===== src/rtl/sfp_pkg.sv =====
// Shared types and constants for the SFP accumulate/ReLU sequencer.
package sfp_pkg;

    localparam int STATE_W = 3;

    typedef enum logic [STATE_W-1:0] {
        IDLE  = 3'd0,
        CLEAR = 3'd1,
        READ  = 3'd2,
        DRAIN = 3'd3,
        WRITE = 3'd4,
        DONE  = 3'd5
    } sfp_state_e;

    localparam logic [STATE_W-1:0] S_IDLE  = IDLE;
    localparam logic [STATE_W-1:0] S_CLEAR = CLEAR;
    localparam logic [STATE_W-1:0] S_READ  = READ;
    localparam logic [STATE_W-1:0] S_DRAIN = DRAIN;
    localparam logic [STATE_W-1:0] S_WRITE = WRITE;
    localparam logic [STATE_W-1:0] S_DONE  = DONE;

    localparam int KIJ_DEFAULT  = 9;
    localparam int ONIJ_DEFAULT = 16;

    // Counter width able to hold 0..n-1, never narrower than one bit.
    function automatic int cnt_w(input int n);
        return (n <= 2) ? 1 : $clog2(n);
    endfunction

    localparam int K_W = cnt_w(KIJ_DEFAULT);
    localparam int O_W = cnt_w(ONIJ_DEFAULT);

endpackage


===== src/rtl/sfp_seq_ctrl_if.sv =====
// Bundle between the sequencer, the layer controller, the SFP array and the SRAM ports.
interface sfp_seq_ctrl_if
    import sfp_pkg::*;
#(
    parameter int addr_bw = 11
);
    // start is a level request honoured only while idle (bases sampled on that edge);
    // done pulses once per run; psum read data returns the cycle after psum_ren.
    logic               start;
    logic [addr_bw-1:0] psum_base;
    logic [addr_bw-1:0] out_base;
    logic               busy;
    logic               done;
    logic               psum_ren;
    logic [addr_bw-1:0] psum_addr;
    logic               sfp_reset;
    logic               sfp_acc;
    logic               out_wen;
    logic [addr_bw-1:0] out_addr;
    logic [STATE_W-1:0] state;

    modport master (
        input  start, psum_base, out_base,
        output busy, done, psum_ren, psum_addr, sfp_reset, sfp_acc,
               out_wen, out_addr, state
    );

    modport slave (
        output start, psum_base, out_base,
        input  busy, done, psum_ren, psum_addr, sfp_reset, sfp_acc,
               out_wen, out_addr, state
    );

endinterface


===== src/rtl/sfp_addr_gen.sv =====
// Running-adder address generator: per-pixel plane pointer into psum SRAM and output pointer.
module sfp_addr_gen
    import sfp_pkg::*;
#(
    parameter int addr_bw = 11,
    parameter int onij    = 16
) (
    input  logic               clk,
    input  logic               reset,
    input  logic               load,
    input  logic               step,
    input  logic               next_pixel,
    input  logic [addr_bw-1:0] psum_base,
    input  logic [addr_bw-1:0] out_base,
    output logic [addr_bw-1:0] plane_ptr,
    output logic [addr_bw-1:0] out_ptr
);

    localparam logic [addr_bw-1:0] STRIDE = addr_bw'(onij);
    localparam logic [addr_bw-1:0] ONE    = addr_bw'(1);

    logic [addr_bw-1:0] pix_base;

    // pix_base tracks psum_base + o; the plane pointer restarts from it for every pixel.
    always_ff @(posedge clk) begin
        if (reset) begin
            pix_base  <= '0;
            plane_ptr <= '0;
            out_ptr   <= '0;
        end else if (load) begin
            pix_base  <= psum_base;
            plane_ptr <= psum_base;
            out_ptr   <= out_base;
        end else if (next_pixel) begin
            pix_base  <= pix_base + ONE;
            plane_ptr <= pix_base + ONE;
            out_ptr   <= out_ptr + ONE;
        end else if (step) begin
            plane_ptr <= plane_ptr + STRIDE;
        end
    end

endmodule


===== src/rtl/sfp_seq_ctrl.sv =====
// Per-layer sequencer: for each output pixel clear the SFP, stream kij psums into it, write the result.
module sfp_seq_ctrl
    import sfp_pkg::*;
#(
    parameter int kij     = 9,
    parameter int onij    = 16,
    parameter int addr_bw = 11
) (
    input  logic           clk,
    input  logic           reset,
    sfp_seq_ctrl_if.master bus
);

    localparam int KW = cnt_w(kij);
    localparam int OW = cnt_w(onij);
    localparam logic [KW-1:0] K_LAST = KW'(kij - 1);
    localparam logic [OW-1:0] O_LAST = OW'(onij - 1);

    logic [STATE_W-1:0] state;
    logic [STATE_W-1:0] state_nxt;
    logic [KW-1:0]      k;
    logic [OW-1:0]      o;
    logic               acc_q;
    logic               accept;
    logic [addr_bw-1:0] plane_ptr;
    logic [addr_bw-1:0] out_ptr;

    assign accept = (state == S_IDLE) && bus.start;

    always_comb begin
        state_nxt = state;
        case (state)
            S_IDLE:  if (bus.start) state_nxt = S_CLEAR;
            S_CLEAR: state_nxt = S_READ;
            S_READ:  if (k == K_LAST) state_nxt = S_DRAIN;
            S_DRAIN: state_nxt = S_WRITE;
            S_WRITE: state_nxt = (o == O_LAST) ? S_DONE : S_CLEAR;
            S_DONE:  state_nxt = S_IDLE;
            default: state_nxt = S_IDLE;
        endcase
    end

    // acc_q is psum_ren delayed one cycle so each strobe lines up with SRAM read data.
    always_ff @(posedge clk) begin
        if (reset) begin
            state <= S_IDLE;
            k     <= '0;
            o     <= '0;
            acc_q <= 1'b0;
        end else begin
            state <= state_nxt;
            acc_q <= (state == S_READ);
            if (accept) o <= '0;
            if (state == S_CLEAR) k <= '0;
            if (state == S_READ) k <= k + KW'(1);
            if (state == S_WRITE && o != O_LAST) o <= o + OW'(1);
        end
    end

    sfp_addr_gen #(
        .addr_bw (addr_bw),
        .onij    (onij)
    ) u_addr_gen (
        .clk        (clk),
        .reset      (reset),
        .load       (accept),
        .step       (state == S_READ),
        .next_pixel (state == S_WRITE),
        .psum_base  (bus.psum_base),
        .out_base   (bus.out_base),
        .plane_ptr  (plane_ptr),
        .out_ptr    (out_ptr)
    );

    assign bus.psum_ren  = (state == S_READ);
    assign bus.psum_addr = bus.psum_ren ? plane_ptr : '0;
    assign bus.sfp_reset = (state == S_CLEAR);
    assign bus.sfp_acc   = acc_q;
    assign bus.out_wen   = (state == S_WRITE);
    assign bus.out_addr  = bus.out_wen ? out_ptr : '0;
    assign bus.busy      = (state == S_CLEAR) || (state == S_READ) ||
                           (state == S_DRAIN) || (state == S_WRITE);
    assign bus.done      = (state == S_DONE);
    assign bus.state     = state;

endmodule


===== src/flat_wrapper.sv =====
// flat-port wrapper written by rule: the top's interface ports become plain ports
module sfp_seq_ctrl_flat import sfp_pkg::*;
#(
    parameter int kij     = 9,
    parameter int onij    = 16,
    parameter int addr_bw = 11
)
  (clk, reset, bus_start, bus_psum_base, bus_out_base, bus_busy, bus_done, bus_psum_ren, bus_psum_addr, bus_sfp_reset, bus_sfp_acc, bus_out_wen, bus_out_addr, bus_state);
  sfp_seq_ctrl_if #(.addr_bw(addr_bw)) bus_i ();
  input  logic clk;
  input  logic reset;
  input wire logic [$bits(bus_i.start)-1:0] bus_start;
  input wire logic [$bits(bus_i.psum_base)-1:0] bus_psum_base;
  input wire logic [$bits(bus_i.out_base)-1:0] bus_out_base;
  output wire logic [$bits(bus_i.busy)-1:0] bus_busy;
  output wire logic [$bits(bus_i.done)-1:0] bus_done;
  output wire logic [$bits(bus_i.psum_ren)-1:0] bus_psum_ren;
  output wire logic [$bits(bus_i.psum_addr)-1:0] bus_psum_addr;
  output wire logic [$bits(bus_i.sfp_reset)-1:0] bus_sfp_reset;
  output wire logic [$bits(bus_i.sfp_acc)-1:0] bus_sfp_acc;
  output wire logic [$bits(bus_i.out_wen)-1:0] bus_out_wen;
  output wire logic [$bits(bus_i.out_addr)-1:0] bus_out_addr;
  output wire logic [$bits(bus_i.state)-1:0] bus_state;
  assign bus_i.start = bus_start;
  assign bus_i.psum_base = bus_psum_base;
  assign bus_i.out_base = bus_out_base;
  assign bus_busy = bus_i.busy;
  assign bus_done = bus_i.done;
  assign bus_psum_ren = bus_i.psum_ren;
  assign bus_psum_addr = bus_i.psum_addr;
  assign bus_sfp_reset = bus_i.sfp_reset;
  assign bus_sfp_acc = bus_i.sfp_acc;
  assign bus_out_wen = bus_i.out_wen;
  assign bus_out_addr = bus_i.out_addr;
  assign bus_state = bus_i.state;
  sfp_seq_ctrl #(.kij(kij), .onij(onij), .addr_bw(addr_bw)) u_core (.clk(clk), .reset(reset), .bus(bus_i));
endmodule

===== config.mk =====
export PLATFORM = sky130hd
export DESIGN_NAME = sfp_seq_ctrl_flat
export DESIGN_NICKNAME = d
export VERILOG_FILES = /design/src/rtl/sfp_pkg.sv /design/src/rtl/sfp_seq_ctrl_if.sv /design/src/rtl/sfp_addr_gen.sv /design/src/rtl/sfp_seq_ctrl.sv /design/src/flat_wrapper.sv
export SDC_FILE = /design/constraint.sdc
export NUM_CORES = 1
export LEC_CHECK = 0
export ABC_AREA = 1
export CAP_MARGIN = 0
export CELL_PAD_IN_SITES_DETAIL_PLACEMENT = 2
export CELL_PAD_IN_SITES_GLOBAL_PLACEMENT = 2
export CORE_AREA = 2 2 101 103
export DETAILED_ROUTE_END_ITERATION = 6
export DIE_AREA = 0 0 103 105
export PLACE_DENSITY = 0.95
export SYNTH_ARGS = -nofsm -noshare
export SYNTH_HDL_FRONTEND = slang
export SYNTH_HIERARCHICAL = 1
export SYNTH_SLANG_ARGS = --single-unit

===== constraint.sdc =====
create_clock -name clk -period 3.35 [get_ports clk]
set_input_delay 0.335 -clock clk [delete_from_list [all_inputs] [get_ports clk]]
set_output_delay 0.335 -clock clk [all_outputs]
set_load 0.02 [all_outputs]

==> results.py, run 1 <==
metrics = {
    "global_routing": {
        "grt_max_degree": 28,
        "grt_pass1_vias": 3397,
        "grt_first_pass_wirelength_um": 16900,
        "antenna_found_initial": 0,
        "grt_usage_pct": 19.7,
        "grt-ovfl-total": 0,
    },
    "layout": {
        "drive_gt1_share_pct": 5.79,
        "area_growth_pct": 27.1,
        "nFillCells": 1223,
        "final_area_mm2": 0.00351,
        "fin_cells": 617,
        "mostFrequentLayoutCell": "nand2_1",
        "antenna_cells": 0,
        "layout_common_cells": "nand2_1 (97), inv_1 (77), clkdlybuf4s50_1 (55), nor2_1 (55), dfxtp_1 (45)",
        "layout.nets": 516,
    },
    "clock_tree": {
        "cts_max_path_buffers": 2,
        "cts_tree": "yes",
        "hold_buffers": 0,
        "cts_setup_buffers": 0,
        "clkSlewWorstSetupHoldPaths_ps": 90,
        "cts_root_buffer": "clkbuf_8",
        "numCtsBuffers": 5,
        "clk_latency_ps": 300,
        "cts-htree-levels": 2,
        "cts-resized-gates": 0,
        "cts.sinks": 45,
    },
    "synthesis": {
        "async_reset_ff_share_pct": 0,
        "synthCells": 431,
        "ys_ff_latch": 45,
        "synth.distinct_cells": 36,
        "postSynthAreaPerCell_um2": 6.40,
        "yosysSeqAreaShare_pct": 32.7,
        "synth_top_area_share_pct": 32.7,
        "ys_warn_count": 6,
        "synth_edf_count": 0,
        "synthesis.nets": 462,
        "synth_top_area_cell": "dfxtp_1",
        "synth_area_leaders": "dfxtp_1 (33%), nand2_1 (13%), inv_1 (10%)",
        "synth_flop_cell": "dfxtp_1",
        "syn_area_mm2": 0.00276,
    },
    "power": {
        "p_sw_mw": 0.548,
        "combPwrFrac_pct": 30.6,
        "clock_power_share_pct": 23.0,
        "p_per_area_mw_per_mm2": 413,
        "power.share.switching_pct": 37.9,
        "p_int_mw": 0.899,
        "cellLeakagePower_nw": 1.48,
        "seqPwrFrac_pct": 46.4,
        "vdd_ir_drop_max_mv": 0.264,
    },
    "critical_path": {
        "crit_fanout": 14,
        "critPathMaxStageDelay_ps": 700,
        "slowest_stage": "clkdlybuf4s50_1",
        "critical_path_arrival_ps": 2240,
        "path_cells": "nor2_4 > nand2_2 > inv_1 > clkdlybuf4s50_1",
        "crit_required_ps": 3010,
        "path_class": "register to output pin",
        "startpoint_type": "register",
        "crit_path_end_kind": "output pin",
    },
    "sta": {
        "hold_viol": 0,
        "drv_slew": 0,
        "max_slew_margin_pct": 60.3,
        "fmax_ghz": 0.388,
        "setup_viol": 0,
        "fin_setup_tns_ps": 0,
        "fin_ws_ps": 772,
        "finalCritPeriodShare_pct": 77.0,
        "finalCriticalPeriod_ps": 2580,
        "rsz0062_at_grt": "no",
        "tightest_slew_ps": 595,
        "finClkSkew_ps": 7.94,
    },
    "placement": {
        "dp.cells": 611,
        "portBuffers": 55,
        "place_congestion": 0.825,
        "dp_slack_ps": 963,
        "dp_hpwl_um": 7400,
        "placed_cell_area_mm2": 0.00343,
    },
    "floorplanning": {
        "dieArea_mm2": 0.0108,
        "coreArea_mm2": 0.00964,
        "rows": 36,
        "ios": 56,
        "start_util_pct": 28.6,
        "die_x_um": 103,
        "dieHeight_um": 105,
    },
    "routing": {
        "drc": 0,
        "via_per_inst": 4.89,
        "drtIter0Drc": 80,
        "ant_nets": 0,
        "totalWireLength_um": 10100,
        "first_pass_iters": 6,
        "wl_per_cell_um": 16.4,
        "route.vias.total": 3019,
    },
    "flow_run": {
        "drv_cap": 0,
    },
    "worst_hold_path": {
        "hold_path.class": "register to register",
    },
    "outcome": {
        "status": "completed",
    },
}
[layout make-up]
class / instances / area [um^2] / share of cell area [%]
inverter: 82 / 313 / 8.92
timing repair buffer: 57 / 566 / 16.1
clock inverter: 1 / 5.00 / 0.143
clock buffer: 5 / 68.8 / 1.96
sequential: 45 / 901 / 25.7
tap: 133 / 166 / 4.75
multi-input combinational: 294 / 1490 / 42.4
[sequential cells by signal, indices dropped and copies added, names as in the netlist]
signal / cells
u_core/u_addr_gen/out_ptr: 11
u_core/u_addr_gen/pix_base: 11
u_core/u_addr_gen/plane_ptr: 11
u_core/k: 4
u_core/o: 4
u_core/bus.state: 3
u_core/bus.sfp_acc: 1
[critical path: cells and delay by family, from the launching register on]
family,cells,cell delay (ps)
buf+inv,2,1140
flops,1,400
simple gates,2,390
[cell families after synthesis]
group / after synthesis / synth area share [%]
buf+inv: 92 / 13.5
compound gates: 76 / 15.7
simple gates: 210 / 34.8
xor+xnor: 2 / 0.635
fa+ha+maj: 6 / 2.72
flops: 45 / 32.7
[worst paths after layout]
path                                                        from                                           to  slack, ps  depth (start not counted)
worst max-delay path            u_core/bus.state[0]$_SDFFE_PP0P_                                  bus_out_wen        770                          4
worst min-delay path                    u_core/k[1]$_SDFFE_PP0P_                     u_core/k[1]$_SDFFE_PP0P_        510                          2
worst min register to register          u_core/k[1]$_SDFFE_PP0P_                     u_core/k[1]$_SDFFE_PP0P_        510                          2
worst max register to register  u_core/bus.state[0]$_SDFFE_PP0P_  u_core/u_addr_gen/plane_ptr[8]$_SDFFE_PP0P_        930                         10
[per-stage QoR]
step | util [%] | hold slack (ps) | total power, mW
final | 36.4 | 512 | 1.45
after CTS | 36.4 | 520 | 1.46
after detailed placement | 35.6 | 506 | 1.12
after global placement | 35.6 | 485 | 1.09
after global routing | 36.4 | 560 | 1.55
after floorplan | - | 404 | 0.946
[routing by layer]
| layer | up-vias | wire (um) | part of all wire, % | GRT usage (%) |
|---|---|---|---|---|
| met1 | 1483 | 4410 | 44 | 23.6 |
| met4 | 0 | 188 | 1.9 | 5.64 |
| met3 | 13 | 246 | 2.4 | 2.61 |
| met5 | - | 0 | 0 | 0 |
| met2 | 48 | 5250 | 52 | 35.7 |
| li1 | 1475 | - | - | - |
[synth_stat cells, drive strengths merged (3+ instances only)]
| cell | instances |
|---|---|
| a21oi | 24 |
| a31oi | 5 |
| nor3 | 5 |
| dfxtp | 45 |
| ha | 6 |
| a22oi | 8 |
| o21ai | 29 |
| nand2 | 100 |
| nor2 | 59 |
| a21boi | 3 |
| nand3 | 37 |
| nand4 | 7 |
| inv | 82 |
| buf | 8 |
[power groups by stage]
stage	Combinational (mW)	Clock, mW	Sequential [mW]
4_1_cts	0.448	0.343	0.672
3_5_place_dp	0.439	0	0.684
2_1_floorplan	0.282	0	0.664
3_3_place_gp	0.412	0	0.678
5_1_grt	0.499	0.365	0.683
6_report	0.443	0.332	0.672
Power figures use the tool's default switching activity.
==> run 2, diff against run 1 <==
- CORE_AREA: 2 2 101 103 -> 2 2 105 107
- DIE_AREA: 0 0 103 105 -> 0 0 107 109
- PLACE_DENSITY: 0.95 -> 0.89
- clock period: 3.35 -> 2.4 ns (I/O delays scaled with it)
==> run 2 against run 1 <==
Compared with the run above:
- clock skew fell by 2.6 ps
- non-clock buffer count increased by 2
- clock power rose by 53%
- clock-buffer cell count is 2 higher
- via count stayed put
- worst setup slack got worse by 600 ps
- sequential cell count is the same
==> results.py, run 2 (synthesis gave the netlist of run 1 again) <==
metrics = {
    "critical_path": {
        "critPathCapture": "bus_out_wen",
        "r2r_end": "u_core/u_addr_gen/plane_ptr[8]$_SDFFE_PP0P_",
        "crit_fanout": 14,
        "path_cells": "nor2_4 > nand2_4 > clkinvlp_4 > clkdlybuf4s50_1",
        "crit_path_end_kind": "output pin",
        "reg2reg_depth": 10,
        "critPathMaxStageDelay_ps": 620,
        "startpoint_type": "register",
        "rrSetupSlack_ps": 330,
        "slowest_stage": "clkdlybuf4s50_1",
        "crit_start": "u_core/bus.state[1]$_SDFFE_PP0P_",
        "crit_required_ps": 2160,
        "path_class": "register to output pin",
        "r2r-start": "u_core/bus.state[1]$_SDFFE_PP0P_",
        "critical_path_arrival_ps": 1990,
    },
    "layout": {
        "fin_cells": 627,
        "layout.nets": 518,
        "drive_gt1_share_pct": 6.37,
        "layout_common_cells": "nand2_1 (97), inv_1 (76), clkdlybuf4s50_1 (55), nor2_1 (55), dfxtp_1 (45)",
        "mostFrequentLayoutCell": "nand2_1",
        "antenna_cells": 0,
        "top_regs": "u_core/u_addr_gen/out_ptr x11, u_core/u_addr_gen/pix_base x11, u_core/u_addr_gen/plane_ptr x11",
        "area_growth_pct": 28.7,
        "final_area_mm2": 0.00355,
    },
    "sta": {
        "rsz0062_at_grt": "no",
        "fmax_ghz": 0.449,
        "finalCritPeriodShare_pct": 92.8,
        "holdWs_ps": 514,
        "finalCriticalPeriod_ps": 2230,
        "fin_ws_ps": 172,
        "max_slew_margin_pct": 55.7,
        "tightest_slew_ps": 664,
        "drv_slew": 0,
        "finClkSkew_ps": 5.33,
        "fin_setup_tns_ps": 0,
        "hold_viol": 0,
        "setup_viol": 0,
    },
    "routing": {
        "drtIter0Drc": 69,
        "ant_nets": 0,
        "via_per_inst": 4.81,
        "first_pass_iters": 4,
        "route.vias.total": 3019,
        "drc": 0,
        "totalWireLength_um": 9720,
        "wl_per_cell_um": 15.5,
    },
    "clock_tree": {
        "numCtsBuffers": 5,
        "cts_setup_buffers": 0,
        "cts_root_buffer": "clkbuf_8",
        "cts.sinks": 45,
        "clkSlewWorstSetupHoldPaths_ps": 90,
        "cts_max_path_buffers": 2,
        "cts_tree": "yes",
        "cts-htree-levels": 2,
        "clk_latency_ps": 300,
    },
    "power": {
        "vdd_ir_drop_max_mv": 0.268,
        "p_per_area_mw_per_mm2": 582,
        "cellLeakagePower_nw": 1.49,
    },
    "placement": {
        "dp_slack_ps": 250,
        "dp.cells": 620,
        "dp_hpwl_um": 7360,
        "placed_cell_area_mm2": 0.00346,
        "portBuffers": 55,
        "place_congestion": 0.846,
    },
    "floorplanning": {
        "coreArea_mm2": 0.0106,
        "dieArea_mm2": 0.0117,
        "start_util_pct": 26.0,
        "rows": 38,
        "ios": 56,
        "dieHeight_um": 109,
        "die_x_um": 107,
    },
    "global_routing": {
        "grt-ovfl-total": 0,
        "grt_pass1_vias": 3301,
        "antenna_found_initial": 0,
        "grt_first_pass_wirelength_um": 16200,
        "grt_max_degree": 22,
        "grt_usage_pct": 17.6,
    },
    "worst_hold_path": {
        "hold_path.class": "primary input to register",
        "hold_path_depth": 3,
    },
    "flow_run": {
        "drv_cap": 0,
    },
    "outcome": {
        "status": "completed",
    },
}
[run 2: cell types whose count changed in the layout (fill, tap and decap cells not counted), sizes merged]
cell | previous run | this run
buf | 2 | 4
clkbuf | 5 | 7
clkinv | 1 | 0
clkinvlp | 0 | 1
inv | 82 | 81
[run 2: through the flow]
stage	util [%]	total power, mW
after floorplan	-	1.32
after global placement	32.6	1.54
after detailed placement	32.6	1.58
after CTS	33.5	2.10
after global routing	33.5	2.22
final	33.5	2.07
[run 2: worst min-delay path by stage]
stage / slack (ps) / to / start
3_3_place_gp: 480 / u_core/k[0]$_SDFFE_PP0P_ / u_core/k[0]$_SDFFE_PP0P_
6_report: 510 / u_core/u_addr_gen/out_ptr[5]$_SDFFE_PP0P_ / bus_out_base[5]
4_1_cts: 510 / u_core/u_addr_gen/out_ptr[5]$_SDFFE_PP0P_ / bus_out_base[5]
3_5_place_dp: 520 / u_core/k[1]$_SDFFE_PP0P_ / u_core/k[1]$_SDFFE_PP0P_
5_1_grt: 550 / u_core/u_addr_gen/out_ptr[2]$_SDFFE_PP0P_ / bus_out_base[2]
2_1_floorplan: 310 / u_core/bus.state[1]$_SDFFE_PP0P_ / reset
[run 2: what timing repair did]
action / in CTS / in global routing
setup endpoints to repair: 1 / 0
hold buffers: 0 / 0
resized for setup: 2 / 0
[run 2: power by group]
part / internal, mW / switching, mW
Sequential: 0.828 / 0.108
Clock: 0.230 / 0.277
Combinational: 0.241 / 0.384
[run 2: critical path: cells and delay by family (launching register included)]
family | cells | cell delay, ps
buf+inv | 2 | 870
flops | 1 | 530
simple gates | 2 | 280
[run 2: final cells by class]
type | count | area, um^2
clock buffer | 7 | 86.3
tap | 140 | 175
timing repair buffer | 59 | 581
sequential | 45 | 901
multi-input combinational | 294 | 1490
inverter | 82 | 317
fill | 1305 | 7050
[run 2: layer usage]
layer  global-route usage, %  vias up  share of wire, %
li1                        -     1477                 -
met1                    20.8     1503                45
met2                    33.7       33                52
met3                    2.09        6               1.8
met4                    4.17        0               1.1
met5                       0        -                 0
